<file path="config.mk">
export PLATFORM = sky130hd
export DESIGN_NAME = tx_bit_mod
export DESIGN_NICKNAME = d
export VERILOG_FILES = /design/src/rtl/tx_bit_mod.sv
export SDC_FILE = /design/constraint.sdc
export NUM_CORES = 1
export LEC_CHECK = 0
export CORE_MARGIN = 2
export CORE_UTILIZATION = 40
export CTS_CLUSTER_SIZE = 20
export DETAILED_ROUTE_END_ITERATION = 10
export HOLD_SLACK_MARGIN = 0.03
export PLACE_DENSITY = 0.66
export RECOVER_POWER = 100
export SYNTH_ARGS = -nofsm -noshare
export SYNTH_HDL_FRONTEND = slang
export SYNTH_SLANG_ARGS = --single-unit
</file>
<file path="constraint.sdc">
create_clock -name clk -period 2.2 [get_ports clk]
set_clock_uncertainty 0.05 [all_clocks]
set_input_delay 0.44 -clock clk [delete_from_list [all_inputs] [get_ports clk]]
set_output_delay 0.44 -clock clk [all_outputs]
set_load 0.03 [all_outputs]
</file>
<file path="src/rtl/tx_bit_mod.sv">
// Byte-serialising FSK/BPSK modulator feeding the TX NCO control and phase words.
// Each byte is framed as a start bit, 8 data bits LSB first and a stop bit; an alternating preamble leads every burst.
module tx_bit_mod #(
  parameter int unsigned BIT_PERIOD    = 64,
  parameter logic [15:0] F0_WORD       = 16'h2C00,
  parameter logic [15:0] F1_WORD       = 16'h2E00,
  parameter logic [15:0] CARRIER_WORD  = 16'h2D00,
  parameter int unsigned PREAMBLE_BITS = 16
) (
  input  logic        clk,
  input  logic        rst,
  input  logic        mode,
  input  logic [7:0]  in_data,
  input  logic        in_valid,
  output logic        in_ready,
  output logic [15:0] control_word,
  output logic [15:0] phase_control_word,
  output logic        tx_active,
  output logic        bit_strobe
);

  localparam int unsigned CW       = (BIT_PERIOD > 1) ? $clog2(BIT_PERIOD) : 1;
  localparam int unsigned IDX_MAX  = (PREAMBLE_BITS > 8) ? PREAMBLE_BITS : 8;
  localparam int unsigned IW       = $clog2(IDX_MAX);
  localparam logic [CW-1:0] CNT_LAST  = CW'(BIT_PERIOD - 1);
  localparam logic [IW-1:0] PRE_LAST  = IW'(PREAMBLE_BITS - 1);
  localparam logic [IW-1:0] DATA_LAST = IW'(7);

  typedef enum logic [2:0] {IDLE, PREAMBLE, START, DATA, STOP} state_t;

  state_t        state, state_n;
  logic [CW-1:0] cnt, cnt_n;
  logic [IW-1:0] idx, idx_n;
  logic [7:0]    data_q, data_n;
  logic          mode_q, mode_n;
  logic          bit_n;
  logic [15:0]   cw_n, pw_n;
  logic          wrap, xfer;

  assign wrap       = (cnt == CNT_LAST);
  // Reset input gates ready so nothing is offered while rst is held low.
  assign in_ready   = rst && ((state == IDLE) || ((state == STOP) && wrap));
  assign xfer       = in_valid && in_ready;
  assign tx_active  = (state != IDLE);
  assign bit_strobe = (state != IDLE) && (cnt == '0);

  always_comb begin
    state_n = state;
    cnt_n   = cnt;
    idx_n   = idx;
    data_n  = data_q;
    mode_n  = mode_q;
    if (state != IDLE) cnt_n = wrap ? '0 : cnt + CW'(1);
    case (state)
      IDLE: begin
        if (xfer) begin
          state_n = PREAMBLE;
          cnt_n   = '0;
          idx_n   = '0;
          data_n  = in_data;
          mode_n  = mode;
        end
      end
      PREAMBLE: begin
        if (wrap) begin
          if (idx == PRE_LAST) begin
            state_n = START;
            idx_n   = '0;
          end else begin
            idx_n = idx + IW'(1);
          end
        end
      end
      START: begin
        if (wrap) begin
          state_n = DATA;
          idx_n   = '0;
        end
      end
      DATA: begin
        if (wrap) begin
          if (idx == DATA_LAST) begin
            state_n = STOP;
            idx_n   = '0;
          end else begin
            idx_n = idx + IW'(1);
          end
        end
      end
      STOP: begin
        if (wrap) begin
          if (xfer) begin
            state_n = START;
            data_n  = in_data;
            mode_n  = mode;
          end else begin
            state_n = IDLE;
          end
        end
      end
      default: state_n = IDLE;
    endcase

    // Output words are computed from the next state so they line up with the first cycle of each bit.
    case (state_n)
      PREAMBLE: bit_n = ~idx_n[0];
      START:    bit_n = 1'b0;
      DATA:     bit_n = data_n[idx_n[2:0]];
      default:  bit_n = 1'b1;
    endcase

    cw_n = F1_WORD;
    pw_n = '0;
    if (state_n != IDLE) begin
      if (mode_n) begin
        cw_n = CARRIER_WORD;
        pw_n = bit_n ? 16'h0000 : 16'h8000;
      end else begin
        cw_n = bit_n ? F1_WORD : F0_WORD;
      end
    end
  end

  always_ff @(posedge clk) begin
    if (!rst) begin
      state              <= IDLE;
      cnt                <= '0;
      idx                <= '0;
      data_q             <= '0;
      mode_q             <= 1'b0;
      control_word       <= F1_WORD;
      phase_control_word <= '0;
    end else begin
      state              <= state_n;
      cnt                <= cnt_n;
      idx                <= idx_n;
      data_q             <= data_n;
      mode_q             <= mode_n;
      control_word       <= cw_n;
      phase_control_word <= pw_n;
    end
  end

endmodule

</file>
## Yosys cells after proc, flatten, opt, wreduce, memory -nomap -nowiden

Cells that the tools add are included.

| storage, ports and cells | value |
|---|---|
| input bits | 12 |
| ROM bits | 0 |
| memory bits (writable) | 0 |
| bits in registers | 54 |
| bits in latches | 0 |
| output and inout bits | 35 |
| logic and storage cells | 75 |
| memories | 0 |

| cells by class | value |
|---|---|
| multiply operators | 0 |
| bitwise operators | 3 |
| $lt $le $gt $ge | 1 |
| mux-type cells | 32 |
| equal/unequal tests | 14 |
| reductions and logical operators | 14 |
| divide/modulo/power cells | 0 |
| shift-type cells | 0 |
| add/sub/neg operators | 2 |

Operators with widths:

| operator | count |
|---|---|
| $mux 4 | 6 |
| $mux 6 | 4 |
| $mux 3 | 7 |
| $mux 10 | 2 |
| $mux 16 | 1 |
| $mux 8 | 2 |
| $pmux 4 s4 | 1 |
| $pmux 8 s2 | 1 |
| $pmux 3 s5 | 1 |
| $eq 3x2->1 const B | 4 |
| $ne 2x2->1 const B | 4 |
| $add 6x1->6 const B | 1 |
| $eq 3x1->1 const B | 2 |
| $eq 6x6->1 const B | 1 |
| $logic_not 6->1 | 1 |
| $reduce_bool 3->1 | 2 |
| $reduce_and 5->1 | 1 |
| $add 4x1->4 const B | 1 |
| $eq 4x3->1 const B | 1 |
| $eq 4x4->1 const B | 1 |
| $logic_and 1x1->1 | 4 |
| $lt 3x4->1 const B | 1 |
| $reduce_bool 4->1 | 1 |
| $bmux 1 s3 | 1 |
| other kinds (11) | 15 |

## Longest topological paths before layout

Gate-level depths: netlist (run 1).

| depth | value |
|---|---|
| depth in word-level cells | 13 |
| depth in mapped cells | 9 |
| gate-level depth less buffers | 8 |

## Least setup slack after synthesis (run 1)

Ideal clock, no wire load.

| timing path | value |
|---|---|
| path type | reg2reg |
| start point | reg cnt[0] |
| end point | reg control_word[9] |
| cell stages (with the launch flop) | 9 |
| arrival time | 2.258 ns |
| required time | 2.034 ns |
| path buffers | 0 |
| path slack | -0.224 ns |
| period minus slack after synthesis | 2.424 ns |
| setup time | 0.116 ns |
| cells stage by stage | dfxtp_1 -> ha_1 -> nand3_4 -> o31ai_4 -> nand2_4 -> a22o_4 -> or3_1 -> a41o_1 -> a41o_1 |

| on the way | value |
|---|---|
| longest elaborated chain between the ends | 13 |
| elaborated cells between the ends (all ways) | 34 |
| classes of those cells | eq/ne (4); mux (23); bitwise (1); reduce/logical (6) |

Ends and longest elaborated chain:

| what | line | RTL |
|---|---|---|
| from (decl) | 32 | `logic [CW-1:0] cnt, cnt_n;` |
| from (signal assigned) | 135 | `cnt <= cnt_n;` |
| $eq 6x6->1 (*) | 40 | `assign wrap = (cnt == CNT_LAST);` |
| $logic_and 1x1->1 | 42 | `assign in_ready = rst && ((state == IDLE) \|\| ((state == STOP) && wrap));` |
| $logic_or 1x1->1 | 42 |  |
| $logic_and 1x1->1 | 42 |  |
| $logic_and 1x1->1 | 43 | `assign xfer = in_valid && in_ready;` |
| $mux 8 | 56, 92 |  |
| $mux 8 | 91 | `if (wrap) begin` |
| $pmux 8 s2 | 54 | `case (state)` |
| $bmux 1 s3 | 108 | `DATA: bit_n = data_n[idx_n[2:0]];` |
| $mux 1 (implied by the code) | 108 |  |
| $pmux 1 s3 | 105 | `case (state_n)` |
| $mux 10 | 119 | `cw_n = bit_n ? F1_WORD : F0_WORD;` |
| $mux 10 | 115 | `if (mode_n) begin` |
| to (signal assigned) | 139 | `control_word <= cw_n;` |
| to (decl) | 16 | `output logic [15:0] control_word,` |

Every way passes the cells marked *; elsewhere a longest branch is shown, timed or not. The select of a mux whose other input is x is not followed.
A chain may end at the register's enable or synchronous reset.

## Final worst setup path (run 1)

| timing path | value |
|---|---|
| start point | reg cnt[1] |
| end point | reg control_word[9] |

Same word-level chain as after synthesis.

==> impl_results.rst, run 1 <==
.. list-table::
   :header-rows: 1

   * - Metric
     - Value
   * - Final-layout setup total negative slack
     - 0 ns
   * - Sequential element share of the synthesized area
     - ~27%
   * - Most area-hungry cell type in the Yosys netlist
     - sky130_fd_sc_hd__dfxtp_1
   * - Finish-stage setup viols
     - 0
   * - Final Net Count
     - 330
   * - Number of filler cells placed in the layout
     - 422
   * - Clock buffers created by TritonCTS
     - 3
   * - Tmin final
     - 2.16 ns
   * - Max cap viols
     - 0
   * - Detailed placer's ending HPWL
     - 4060 um
   * - Synth Area in Compound Gates
     - 24.7%
   * - Top-area cell type share of the netlist area
     - 26.8%
   * - Kind of start point of the critical path
     - flop
   * - Clock slew at the register clock pins of the worst setup and hold paths
     - 0.09 ns
   * - Fraction of the core area covered by cells at the end of the flow
     - a little under three fifths
   * - Slowest cell on the critical path
     - sky130_fd_sc_hd__or3_1
   * - Power density over the cells
     - roughly 400 mW/mm^2
   * - Worst hold path class
     - reg -> reg
   * - Cell-by-cell listing of the critical path
     - ha_4, and3_4, buf_4, nand2_2, nor2_2, a22o_4, or3_1, a41o_1, a41o_1
   * - Biggest fanout along the worst timing path
     - 4
   * - Synth top area cells
     - sky130_fd_sc_hd__dfxtp_1 (27%), sky130_fd_sc_hd__buf_4 (12%), sky130_fd_sc_hd__nand2_1 (6.8%)
   * - Cell mode on critical path
     - sky130_fd_sc_hd__a41o_1
   * - Post-route DRC violation count
     - 0
   * - Number of failing hold endpoints at the final stage
     - 0
   * - Maximum number of pins on one net before global-route repair
     - 20
   * - Detail-routed net length per standard cell
     - 15.5 um
   * - Worst-margin pin slew
     - 0.571 ns
   * - Total global-route track usage
     - 22.0%
   * - Proportion of synthesized area in mux cells
     - 1.07%
   * - Number of ports placed on the die boundary
     - 47
   * - Tcrit/Tclk final
     - 98.4%
   * - Average instance area after synthesis
     - 7.40 um^2
   * - Global-route wire length before repair
     - between 9000 and 10000 um
   * - FP Rows
     - 24
   * - CTS tree
     - done
   * - Number of hold-repair buffers added at the cts stage
     - 0
   * - Critical Setup Path Class
     - reg -> reg
   * - Port-buffer cells
     - 17
   * - Vias in the first global route
     - 1862
   * - Core Footprint
     - 0.00441 mm^2
   * - Total routed wirelength
     - approximately 5700 um
   * - Routed vias
     - 2013
   * - Antenna Diode Count
     - 0
   * - Synth unique cells
     - 52
   * - Die outline area
     - 0.00522 mm^2
   * - Main flop type after synthesis
     - sky130_fd_sc_hd__dfxtp_1
   * - Clock tree buffer depth
     - 2
   * - X dimension of the die
     - between 70 and 80 um
   * - Timing-limited maximum frequency
     - 0.462 GHz
   * - Number of antenna violations at the first check in global routing
     - 0
   * - Adder and majority cell fraction of the synthesized area
     - 2.01%
   * - Cell area after technology mapping
     - 0.00186 mm^2
   * - Combinational family with the most area after synthesis
     - simple AND/OR/NAND/NOR gates
   * - Smallest hold slack
     - 0.435 ns
   * - Count of antenna-violating nets left after detailed routing
     - 0
   * - Sinks on Clock Net
     - 25
   * - Worst relative slew slack
     - 61.9%
   * - Routability congestion estimate
     - 0.919
   * - Synthesis-to-layout area growth
     - 35.7%
   * - Critical path data arrival time
     - 2.29 ns
   * - Max VDD drop
     - about 0.00026 V
   * - Fraction of synthesis flops using an asynchronous set or reset pin
     - 0%
   * - Buf/Inv on CP
     - 1
   * - Drt first pass iters
     - 4
   * - Cell family with most CP delay
     - simple AND/OR/NAND/NOR gates
   * - Height of the die
     - 72.3 um
   * - EDFF count, synth
     - 0
   * - Worst-Skew Late Latency
     - 0.27 ns
   * - Leak Pwr
     - 1.06 nW
   * - CP required
     - 2.32 ns
   * - Design Power
     - 1.02 mW
   * - Sum of overflow across all layers after global routing
     - 0
   * - Initial core utilization
     - 42.2%
   * - Via/cell ratio
     - around 5.5
   * - Count of state elements after synthesis
     - 25
   * - Setup crit end kind
     - flop
   * - Fraction of final layout cells sized beyond drive strength 1
     - 29.3%
   * - Count of pins over their slew limit
     - 0
   * - Total instance count after detailed placement
     - 354
   * - Unrepaired setup endpoints after global routing
     - true
   * - Final cell count without fillers
     - 366
   * - Post-synthesis cell count
     - 252
   * - Cell with the most instances after synthesis
     - sky130_fd_sc_hd__nand2_1
   * - Run status
     - finished, final reports clean
   * - Biggest cell delay along the critical path
     - approximately 0.38 ns
   * - Yosys warning count
     - 0
   * - CTS root buffer
     - sky130_fd_sc_hd__clkbuf_8
   * - Count of H-tree levels built during CTS
     - 1
   * - Ranking of synthesized cells by instance count
     - sky130_fd_sc_hd__nand2_1 (34), sky130_fd_sc_hd__buf_4 (29), sky130_fd_sc_hd__dfxtp_1 (25)
   * - Iteration-0 DRC count of the detailed router
     - approximately 250
   * - Simple-gate share of the synthesized area
     - ~29%
   * - Post-synthesis share of cell area spent on xor and xnor gates
     - 0.470%
cells in the final DEF, fill, tap and decap left out, drive strengths merged, types with 4 or more instances in the layout:
master	netlist	final
nor3	6	6
o211ai	4	4
o21ai	8	8
nand2	35	35
a31oi	5	5
clkdlybuf4s50	0	12
dfxtp	25	25
inv	10	10
clkbuf	5	5
a21o	5	5
and3	6	6
nand3	16	16
conb	2	29
buf	34	54
a21oi	23	23
nor2	20	20
area by class of cell:
class                           count  area (um^2)  area share (%)
Timing Repair Buffer               70          561            22.2
Inverter                           10         37.5            1.48
Multi-Input combinational cell    205         1310            51.7
Clock buffer                        3         41.3            1.63
Tap cell                           52         65.1            2.57
Clock inverter                      1         7.51           0.297
Sequential cell                    25          510            20.2
metrics by stage:
stage	setup slack, ns	area [um^2]
4_1_cts	-0.00356	2440
3_3_place_gp	-0.354	2330
3_5_place_dp	-0.414	2330
6_report	0.0356	2530
2_1_floorplan	-0.00672	2020
5_1_grt	-0.0468	2530
state kept, by name, indices dropped and copies added (netlist names):
register and count:
state 3, control_word 2, idx 4, cnt 6
mode_q 1, data_q 8, phase_control_word 1
cell families (layout without fill, tap and decap cells):
| logic type | Yosys count | count (layout) |
|---|---|---|
| simple gates | 105 | 105 |
| compound gates | 65 | 65 |
| buf+inv | 49 | 84 |
| flops | 25 | 25 |
| fa+ha+maj | 3 | 3 |
| other cells | 2 | 29 |
| mux | 2 | 2 |
| xor+xnor | 1 | 1 |
where the power goes:
part	leakage, nW	internal, mW	switching, mW	total [mW]
Clock	0.0217	0.129	0.156	0.285
Sequential	0.205	0.463	0.0120	0.475
Combinational	0.835	0.0975	0.166	0.263
worst min-delay path: stages (launching register included):
cell and delay, ns:
sky130_fd_sc_hd__dfxtp_1 0.34, sky130_fd_sc_hd__nand2_1 0.06, sky130_fd_sc_hd__a21oi_1 0.05
per-layer routing:
metal  wire length [um]  vias to the layer above  GRT usage, %  part of all wire, %
met1               2460                      948          30.0                   43
li1                   -                      968             -                    -
met4                 76                        0          6.92                  1.3
met2               2770                       89          36.6                   49
met5                  0                        -             0                    0
met3                380                        8          1.94                  6.7
path summary, 6_finish.rpt:
check / cells after the start / slack (ns) / endpoint / startpoint
setup reg to reg: 9 / 0.04 / control_word[9] / cnt[1]
hold reg to reg: 2 / 0.44 / data_q[3] / data_q[3]
hold / removal: 2 / 0.44 / data_q[3] / data_q[3]
setup / recovery: 9 / 0.04 / control_word[9] / cnt[1]
timing repair:
action	in CTS	in global routing
buffers inserted	6	2
pin swaps	7	9
endpoints found under the setup margin	5	6
resized for setup	11	24
(Power assumes the default switching activity.)
==> run 2, diff against run 1 <==
- TNS_END_PERCENT: unset -> 50
==> run 2 against run 1 <==
  * Power is 1.1% lower
  * Sequential cell count stayed put
  * Maximum frequency is 4.2% lower
  * Routed wire length shrank 3.8%
  * Register-to-register slack got worse by 0.09 ns
  * The flow now finishes with violations (negative setup slack)
==> impl_results.rst, run 2 (synthesized netlist as in run 1, its figures left out) <==
.. list-table::
   :header-rows: 1

   * - Metric
     - Value
   * - Number of hold-repair buffers added at the cts stage
     - 0 (unchanged)
   * - Run status
     - finished with violations
   * - Timing-limited maximum frequency
     - 0.443 GHz (-4.2%)
   * - Cell internal power dissipation
     - 0.682 mW (-1.0%)
   * - Commonest non-fill, non-tap cell in the layout
     - sky130_fd_sc_hd__buf_4
   * - Violated checks
     - negative setup slack
   * - Routability congestion estimate
     - 0.919 (unchanged)
   * - Worst hold path class
     - reg -> reg
   * - Worst-Skew Late Latency
     - 0.27 ns (about the same)
   * - Tmin final
     - 2.26 ns (+0.0946 ns)
   * - Final Net Count
     - 324 (-1.8%)
   * - Final cell count without fillers
     - 360 (-1.6%)
   * - Slowest cell on the critical path
     - sky130_fd_sc_hd__a2111o_1
   * - Max cap viols
     - 0 (unchanged)
   * - Via/cell ratio
     - 5.46 (-0.66%)
   * - Logic depth of the worst setup path including buffers
     - 9 (unchanged)
   * - X dimension of the die
     - 72.3 um (unchanged)
   * - Height of the die
     - 72.3 um (unchanged)
   * - Setup crit end kind
     - flop
   * - Sequential cell area
     - 508 um^2 (-0.49%)
   * - CTS root buffer
     - sky130_fd_sc_hd__clkbuf_8
   * - Leak Pwr
     - 1.02 nW (-3.7%)
   * - CP required
     - 2.32 ns (about the same)
   * - Total global-route track usage
     - 21.7% (-0.23 points)
   * - Fraction of power spent switching nets
     - 32.6% (about the same)
   * - Smallest hold slack
     - 0.437 ns (+0.00180 ns)
   * - Portion of total power attributed to the clock network
     - 28.2% (+0.3 points)
   * - Unrepaired setup endpoints after global routing
     - true
   * - Sinks on Clock Net
     - 25 (unchanged)
   * - Max VDD drop
     - 0.000259 V (-1.5%)
   * - Routed vias
     - 1967 (-2.3%)
   * - Clock tree buffer depth
     - 2 (unchanged)
   * - FP Rows
     - 24 (unchanged)
   * - Biggest fanout along the worst timing path
     - 4 (unchanged)
   * - Design Power
     - 1.01 mW (-1.1%)
   * - Final Worst Setup Slack
     - -0.0590 ns (-0.0946 ns)
   * - Kind of start point of the critical path
     - flop
   * - Cell-by-cell listing of the critical path
     - ha_4, and3_4, and2_4, buf_4, nand2_2, o311ai_0, a2111o_1, a41o_1, a41o_1
   * - Cell family with most CP delay
     - compound AO/OA/AOI/OAI gates
   * - Global-route wire length before repair
     - 8980 um (-1.4%)
   * - Total instance count after detailed placement
     - 354 (unchanged)
   * - Synthesis-to-layout area growth
     - 31.0%
   * - Initial core utilization
     - 42.2% (unchanged)
   * - Worst reg2reg setup slack
     - -0.06 ns (-0.09 ns)
   * - Critical path data arrival time
     - 2.38 ns (+0.09 ns)
   * - Finish-stage setup viols
     - 1 (+1)
   * - Number of filler cells placed in the layout
     - 433 (+2.6%)
   * - CTS tree
     - done
   * - Vias in the first global route
     - 1831 (-1.7%)
   * - Number of ports placed on the die boundary
     - 47 (unchanged)
   * - Area of the multi-input gates
     - 0.00127 mm^2 (-2.8%)
   * - Number of antenna violations at the first check in global routing
     - 0 (unchanged)
   * - Core Footprint
     - 0.00441 mm^2 (unchanged)
   * - Die outline area
     - 0.00522 mm^2 (unchanged)
   * - Largest reg by FF count
     - data_q
   * - GRT met2 Usage
     - 36.0% (-0.61 points)
   * - Maximum number of pins on one net before global-route repair
     - 20 (unchanged)
   * - Count of antenna-violating nets left after detailed routing
     - 0 (unchanged)
   * - Port-buffer cells
     - 17 (unchanged)
   * - Register-to-Register Path Depth
     - 9 (unchanged)
   * - Detailed placer's ending HPWL
     - 4060 um (unchanged)
   * - Tcrit/Tclk final
     - 103% (+4.3 points)
   * - Worst hold path stage count
     - 2 (unchanged)
   * - Fraction of final layout cells sized beyond drive strength 1
     - 25.3% (-4.0 points)
   * - Worst-margin pin slew
     - 0.563 ns (-0.00741 ns)
   * - Count of H-tree levels built during CTS
     - 1 (unchanged)
   * - Buf/Inv on CP
     - 1 (unchanged)
   * - Logic pwr share
     - 24.8% (-0.9 points)
   * - Net Switching
     - 0.330 mW (-1.1%)
   * - Clock slew at the register clock pins of the worst setup and hold paths
     - 0.09 ns (about the same)
   * - Busiest layer in global routing
     - met2
   * - Number of failing hold endpoints at the final stage
     - 0 (unchanged)
   * - Seq pwr share
     - 47.0% (+0.6 points)
   * - Count of pins over their slew limit
     - 0 (unchanged)
   * - Met1 Resource Use GR
     - 29.8% (-0.17 points)
   * - Met3 GRT Util
     - 1.94% (unchanged)
   * - Worst relative slew slack
     - 62.4% (+0.49 points)
   * - Final-layout setup total negative slack
     - -0.0590 ns (-0.0590 ns)
   * - Total routed wirelength
     - 5460 um (-3.8%)
   * - Critical Setup Path Class
     - reg -> reg
   * - Iteration-0 DRC count of the detailed router
     - 215 (-15%)
   * - Sum of overflow across all layers after global routing
     - 0 (unchanged)
   * - Commonest cells after routing, fill and taps aside
     - sky130_fd_sc_hd__buf_4 (45), sky130_fd_sc_hd__nand2_1 (33), sky130_fd_sc_hd__conb_1 (29)
   * - Drt first pass iters
     - 4 (unchanged)
   * - Clock buffers created by TritonCTS
     - 3 (unchanged)
   * - Antenna Diode Count
     - 0 (unchanged)
   * - Fraction of the core area covered by cells at the end of the flow
     - 55.3% (-2.0 points)
   * - Number of flip-flops in the largest register
     - 8 (unchanged)
   * - Detail-routed net length per standard cell
     - 15.2 um (-2.2%)
   * - Cell mode on critical path
     - sky130_fd_sc_hd__a41o_1
   * - Post-route DRC violation count
     - 0 (unchanged)
   * - Biggest cell delay along the critical path
     - 0.41 ns (+0.03 ns)
   * - Registers with the most flip-flops
     - data_q: 8 flops, cnt: 6 flops, idx: 4 flops
   * - Power density over the cells
     - 414 mW/mm^2 (+2.5%)
-- run 2: path summary, 6_finish.rpt --
| path | start | endpoint |
|---|---|---|
| min reg2reg | data_q[3] | data_q[3] |
| max | cnt[1] | control_word[9] |
| max reg2reg | cnt[1] | control_word[9] |
| min | data_q[3] | data_q[3] |
-- run 2: area by class of cell --
type                            count  share of cell area [%]
Tap cell                           52                    2.66
Multi-Input combinational cell    205                    52.0
Inverter                           10                    1.54
Clock inverter                      1                   0.307
Timing Repair Buffer               64                    21.0
Clock buffer                        3                    1.69
Sequential cell                    25                    20.8
-- run 2: worst register-to-register path: stages, from the launching register on --
cell and delay [ns]:
sky130_fd_sc_hd__dfxtp_4 0.37, sky130_fd_sc_hd__ha_4 0.17, sky130_fd_sc_hd__and3_4 0.19, sky130_fd_sc_hd__and2_4 0.16, sky130_fd_sc_hd__buf_4 0.14, sky130_fd_sc_hd__nand2_2 0.10, sky130_fd_sc_hd__o311ai_0 0.14, sky130_fd_sc_hd__a2111o_1 0.41
sky130_fd_sc_hd__a41o_1 0.23, sky130_fd_sc_hd__a41o_1 0.21
-- run 2: per-stage QoR --
stage                     area, um^2  setup slack (ns)
after floorplan                 2020          -0.00672
after global placement          2330            -0.354
after detailed placement        2330            -0.414
after CTS                       2390           -0.0319
after global routing            2440            -0.110
final                           2440           -0.0590
-- run 2: per-layer routing --
layer,vias up,wire length (um)
met4,0,84
met2,91,2620
li1,961,-
met1,907,2410
met3,8,343
met5,-,0
-- run 2: what timing repair did --
action                                  CTS  global route
hold endpoints to repair                  0             0
setup buffers                             0             2
endpoints found under the setup margin    5             6
gates resized for setup                   9            17
pin swaps                                 2             4
-- run 2: power by group through the flow --
stage / Combinational, mW / Sequential (mW) / Clock [mW]
2_1_floorplan: 0.194 / 0.485 / 0
3_3_place_gp: 0.244 / 0.486 / 0
3_5_place_dp: 0.245 / 0.487 / 0
4_1_cts: 0.245 / 0.475 / 0.296
5_1_grt: 0.272 / 0.477 / 0.320
6_report: 0.251 / 0.476 / 0.286
==> run 3, diff against run 2 <==
- CORE_ASPECT_RATIO: unset -> 0.6
- SLEW_MARGIN: unset -> 25
==> run 3 against run 2 <==
  * The run still ends with negative setup slack left
  * Hold slack worse by 0.0087 ns
  * Sequential power about the same
  * Design area up 2.6%
  * Critical endpoint unchanged
==> impl_results.rst, run 3 (synthesized netlist as in run 1, its figures left out) <==
.. list-table::
   :header-rows: 1

   * - Metric
     - Value
   * - Maximum number of pins on one net before global-route repair
     - 20 (unchanged)
   * - Initial core utilization
     - 41.3% (-0.96 points)
   * - Port-buffer cells
     - 17 (unchanged)
   * - Final Worst Setup Slack
     - -0.0443 ns (+0.0147 ns)
   * - Count of H-tree levels built during CTS
     - 1 (unchanged)
   * - CP required
     - 2.32 ns (about the same)
   * - Launch instance of the worst min-delay path
     - data_q[6]
   * - Synthesis-to-layout area growth
     - 34.4%
   * - Leak Pwr
     - 1.06 nW (+3.2%)
   * - Critical Setup Path Class
     - reg -> reg
   * - Number of flip-flops in the largest register
     - 8 (unchanged)
   * - Antenna Diode Count
     - 0 (unchanged)
   * - Critical path data arrival time
     - 2.36 ns (-0.02 ns)
   * - Worst-margin pin slew
     - 0.595 ns (+0.0318 ns)
   * - Sum of overflow across all layers after global routing
     - 0 (unchanged)
   * - X dimension of the die
     - 92.1 um (+27%)
   * - Routed vias
     - 2048 (+4.1%)
   * - Setup crit end kind
     - flop
   * - Worst reg2reg setup slack
     - -0.04 ns (about the same)
   * - Worst hold path class
     - reg -> reg
   * - Seq pwr share
     - 46.6% (-0.4 points)
   * - Drt first pass iters
     - 5 (+1)
   * - Commonest cells after routing, fill and taps aside
     - sky130_fd_sc_hd__buf_4 (47), sky130_fd_sc_hd__nand2_1 (32), sky130_fd_sc_hd__conb_1 (29)
   * - Commonest non-fill, non-tap cell in the layout
     - sky130_fd_sc_hd__buf_4
   * - Smallest hold slack
     - 0.429 ns (-0.00871 ns)
   * - Kind of start point of the critical path
     - flop
   * - Final Net Count
     - 328 (+1.2%)
   * - Run status
     - finished with violations
   * - Clock tree buffer depth
     - 2 (unchanged)
   * - Register-to-Register Path Depth
     - 9 (unchanged)
   * - Worst flop-to-flop path endpoint
     - control_word[9]
   * - Design Power
     - 1.02 mW (+0.88%)
   * - Clock buffers created by TritonCTS
     - 3 (unchanged)
   * - Tmin final
     - 2.24 ns (-0.0147 ns)
   * - Global-route wire length before repair
     - 8980 um (unchanged)
   * - Max cap viols
     - 0 (unchanged)
   * - Biggest fanout along the worst timing path
     - 4 (unchanged)
   * - Height of the die
     - 56.9 um (-21%)
   * - Sequential cell area
     - 512 um^2 (+0.74%)
   * - Tcrit/Tclk final
     - 102% (-0.67 points)
   * - FP Rows
     - 19 (-21%)
   * - Finish-stage setup viols
     - 2 (+1)
   * - Timing-limited maximum frequency
     - 0.446 GHz (+0.66%)
   * - Number of ports placed on the die boundary
     - 47 (unchanged)
   * - Largest reg by FF count
     - data_q
   * - Worst relative slew slack
     - 60.2% (-2.1 points)
   * - Final-layout setup total negative slack
     - -0.0839 ns (-0.0249 ns)
   * - Routability congestion estimate
     - 0.950 (+3.4%)
   * - Detailed placer's ending HPWL
     - 4350 um (+7.1%)
   * - Fraction of power spent switching nets
     - 32.3% (-0.37 points)
   * - Worst Hold End
     - data_q[6]
   * - Violated checks
     - negative setup slack
   * - Detail-routed net length per standard cell
     - 15.2 um (+0.29%)
   * - Vias in the first global route
     - 1783 (-2.6%)
   * - Iteration-0 DRC count of the detailed router
     - 220 (+2.3%)
   * - Max VDD drop
     - 0.000233 V (-9.9%)
   * - Net Switching
     - 0.330 mW (-0.25%)
   * - CTS root buffer
     - sky130_fd_sc_hd__clkbuf_8
   * - Number of antenna violations at the first check in global routing
     - 0 (unchanged)
   * - Portion of total power attributed to the clock network
     - 27.8% (-0.4 points)
   * - Worst reg2reg path startpoint
     - cnt[1]
   * - Number of filler cells placed in the layout
     - 432 (-0.23%)
   * - Core Footprint
     - 0.00452 mm^2 (+2.3%)
   * - Total routed wirelength
     - 5710 um (+4.5%)
   * - Logic pwr share
     - 25.6% (+0.8 points)
   * - CTS tree
     - done
   * - Registers with the most flip-flops
     - data_q: 8 flops, cnt: 6 flops, idx: 4 flops
   * - Post-route DRC violation count
     - 0 (unchanged)
   * - Count of antenna-violating nets left after detailed routing
     - 0 (unchanged)
   * - Number of failing hold endpoints at the final stage
     - 0 (unchanged)
   * - Area of the multi-input gates
     - 0.00128 mm^2 (+0.39%)
   * - Count of pins over their slew limit
     - 0 (unchanged)
   * - Worst hold path stage count
     - 2 (unchanged)
   * - Unrepaired setup endpoints after global routing
     - true
   * - Fraction of final layout cells sized beyond drive strength 1
     - 26.3% (+0.96 points)
   * - Die outline area
     - 0.00524 mm^2 (+0.34%)
   * - Cell internal power dissipation
     - 0.692 mW (+1.4%)
   * - Sinks on Clock Net
     - 25 (unchanged)
   * - Clock slew at the register clock pins of the worst setup and hold paths
     - 0.10 ns (about the same)
   * - Power density over the cells
     - 407 mW/mm^2 (-1.7%)
   * - Worst-Skew Late Latency
     - 0.28 ns (about the same)
   * - Via/cell ratio
     - 5.46 (about the same)
   * - Total global-route track usage
     - 22.1% (+0.39 points)
## run 3: cell count changes in the layout (fill, tap and decap cells not counted), sizes merged
cell	previous run	this run
clkbuf	6	5
dlygate4sd2	2	4
buf	47	51
clkinvlp	1	0
## run 3: worst max path at each step
stage / from / to / slack (ns) / cells past startpoint
3_5_place_dp: in_valid / control_word[9] / -0.44 / 9
3_3_place_gp: in_valid / control_word[9] / -0.48 / 9
2_1_floorplan: cnt[0] / control_word[9] / -0.007 / 9
4_1_cts: cnt[0] / control_word[9] / -0.03 / 8
5_1_grt: cnt[1] / phase_control_word[15] / -0.11 / 10
6_report: cnt[1] / control_word[9] / -0.04 / 9
## run 3: area by class of cell
class / count / area share, %
inverters: 10 / 1.50
repair buffers: 68 / 22.2
multi-input cells: 205 / 50.9
flip-flops and latches: 25 / 20.4
well taps: 63 / 3.15
clock buffers: 4 / 1.80
## run 3: worst max-delay path, cell delays in order, from the launching register on
cell,delay (ns)
sky130_fd_sc_hd__dfxtp_2,0.35
sky130_fd_sc_hd__ha_4,0.17
sky130_fd_sc_hd__and3_4,0.19
sky130_fd_sc_hd__and2_4,0.14
sky130_fd_sc_hd__buf_6,0.11
sky130_fd_sc_hd__nand2_1,0.13
sky130_fd_sc_hd__o311ai_0,0.13
sky130_fd_sc_hd__a2111o_1,0.40
sky130_fd_sc_hd__a41o_1,0.23
sky130_fd_sc_hd__a41o_1,0.21
## run 3: power by group through the flow
stage	logic, mW	clock network [mW]	registers [mW]
floorplan	0.194	0	0.485
global placement	0.250	0	0.487
detailed placement	0.249	0	0.487
CTS	0.252	0.295	0.477
global route	0.280	0.305	0.477
finish	0.262	0.284	0.476
## run 3: timing repair
| item | 4_1_cts | 5_1_grt |
|---|---|---|
| gates cloned | 0 | 0 |
| hold buffers | 0 | 0 |
| pin swaps | 7 | 11 |
| buffers inserted | 3 | 0 |
| setup endpoints to repair | 5 | 3 |
| gates resized for setup | 9 | 17 |
## run 3: through the flow
step	setup slack [ns]	cells	util (%)	instance area, um^2
after floorplan	-0.00672	279	-	2020
after global placement	-0.479	368	52.4	2370
after detailed placement	-0.436	368	52.4	2370
after CTS	-0.0345	375	54.1	2440
after global routing	-0.106	375	55.5	2510
final	-0.0443	375	55.5	2510
## run 3: per-layer routing
layer	vias up	part of all wire, %	GRT usage [%]
met5	-	0	0
met4	0	0.47	4.69
met3	4	10	4.83
met2	122	40	29.0
met1	953	49	35.7
li1	969	-	-
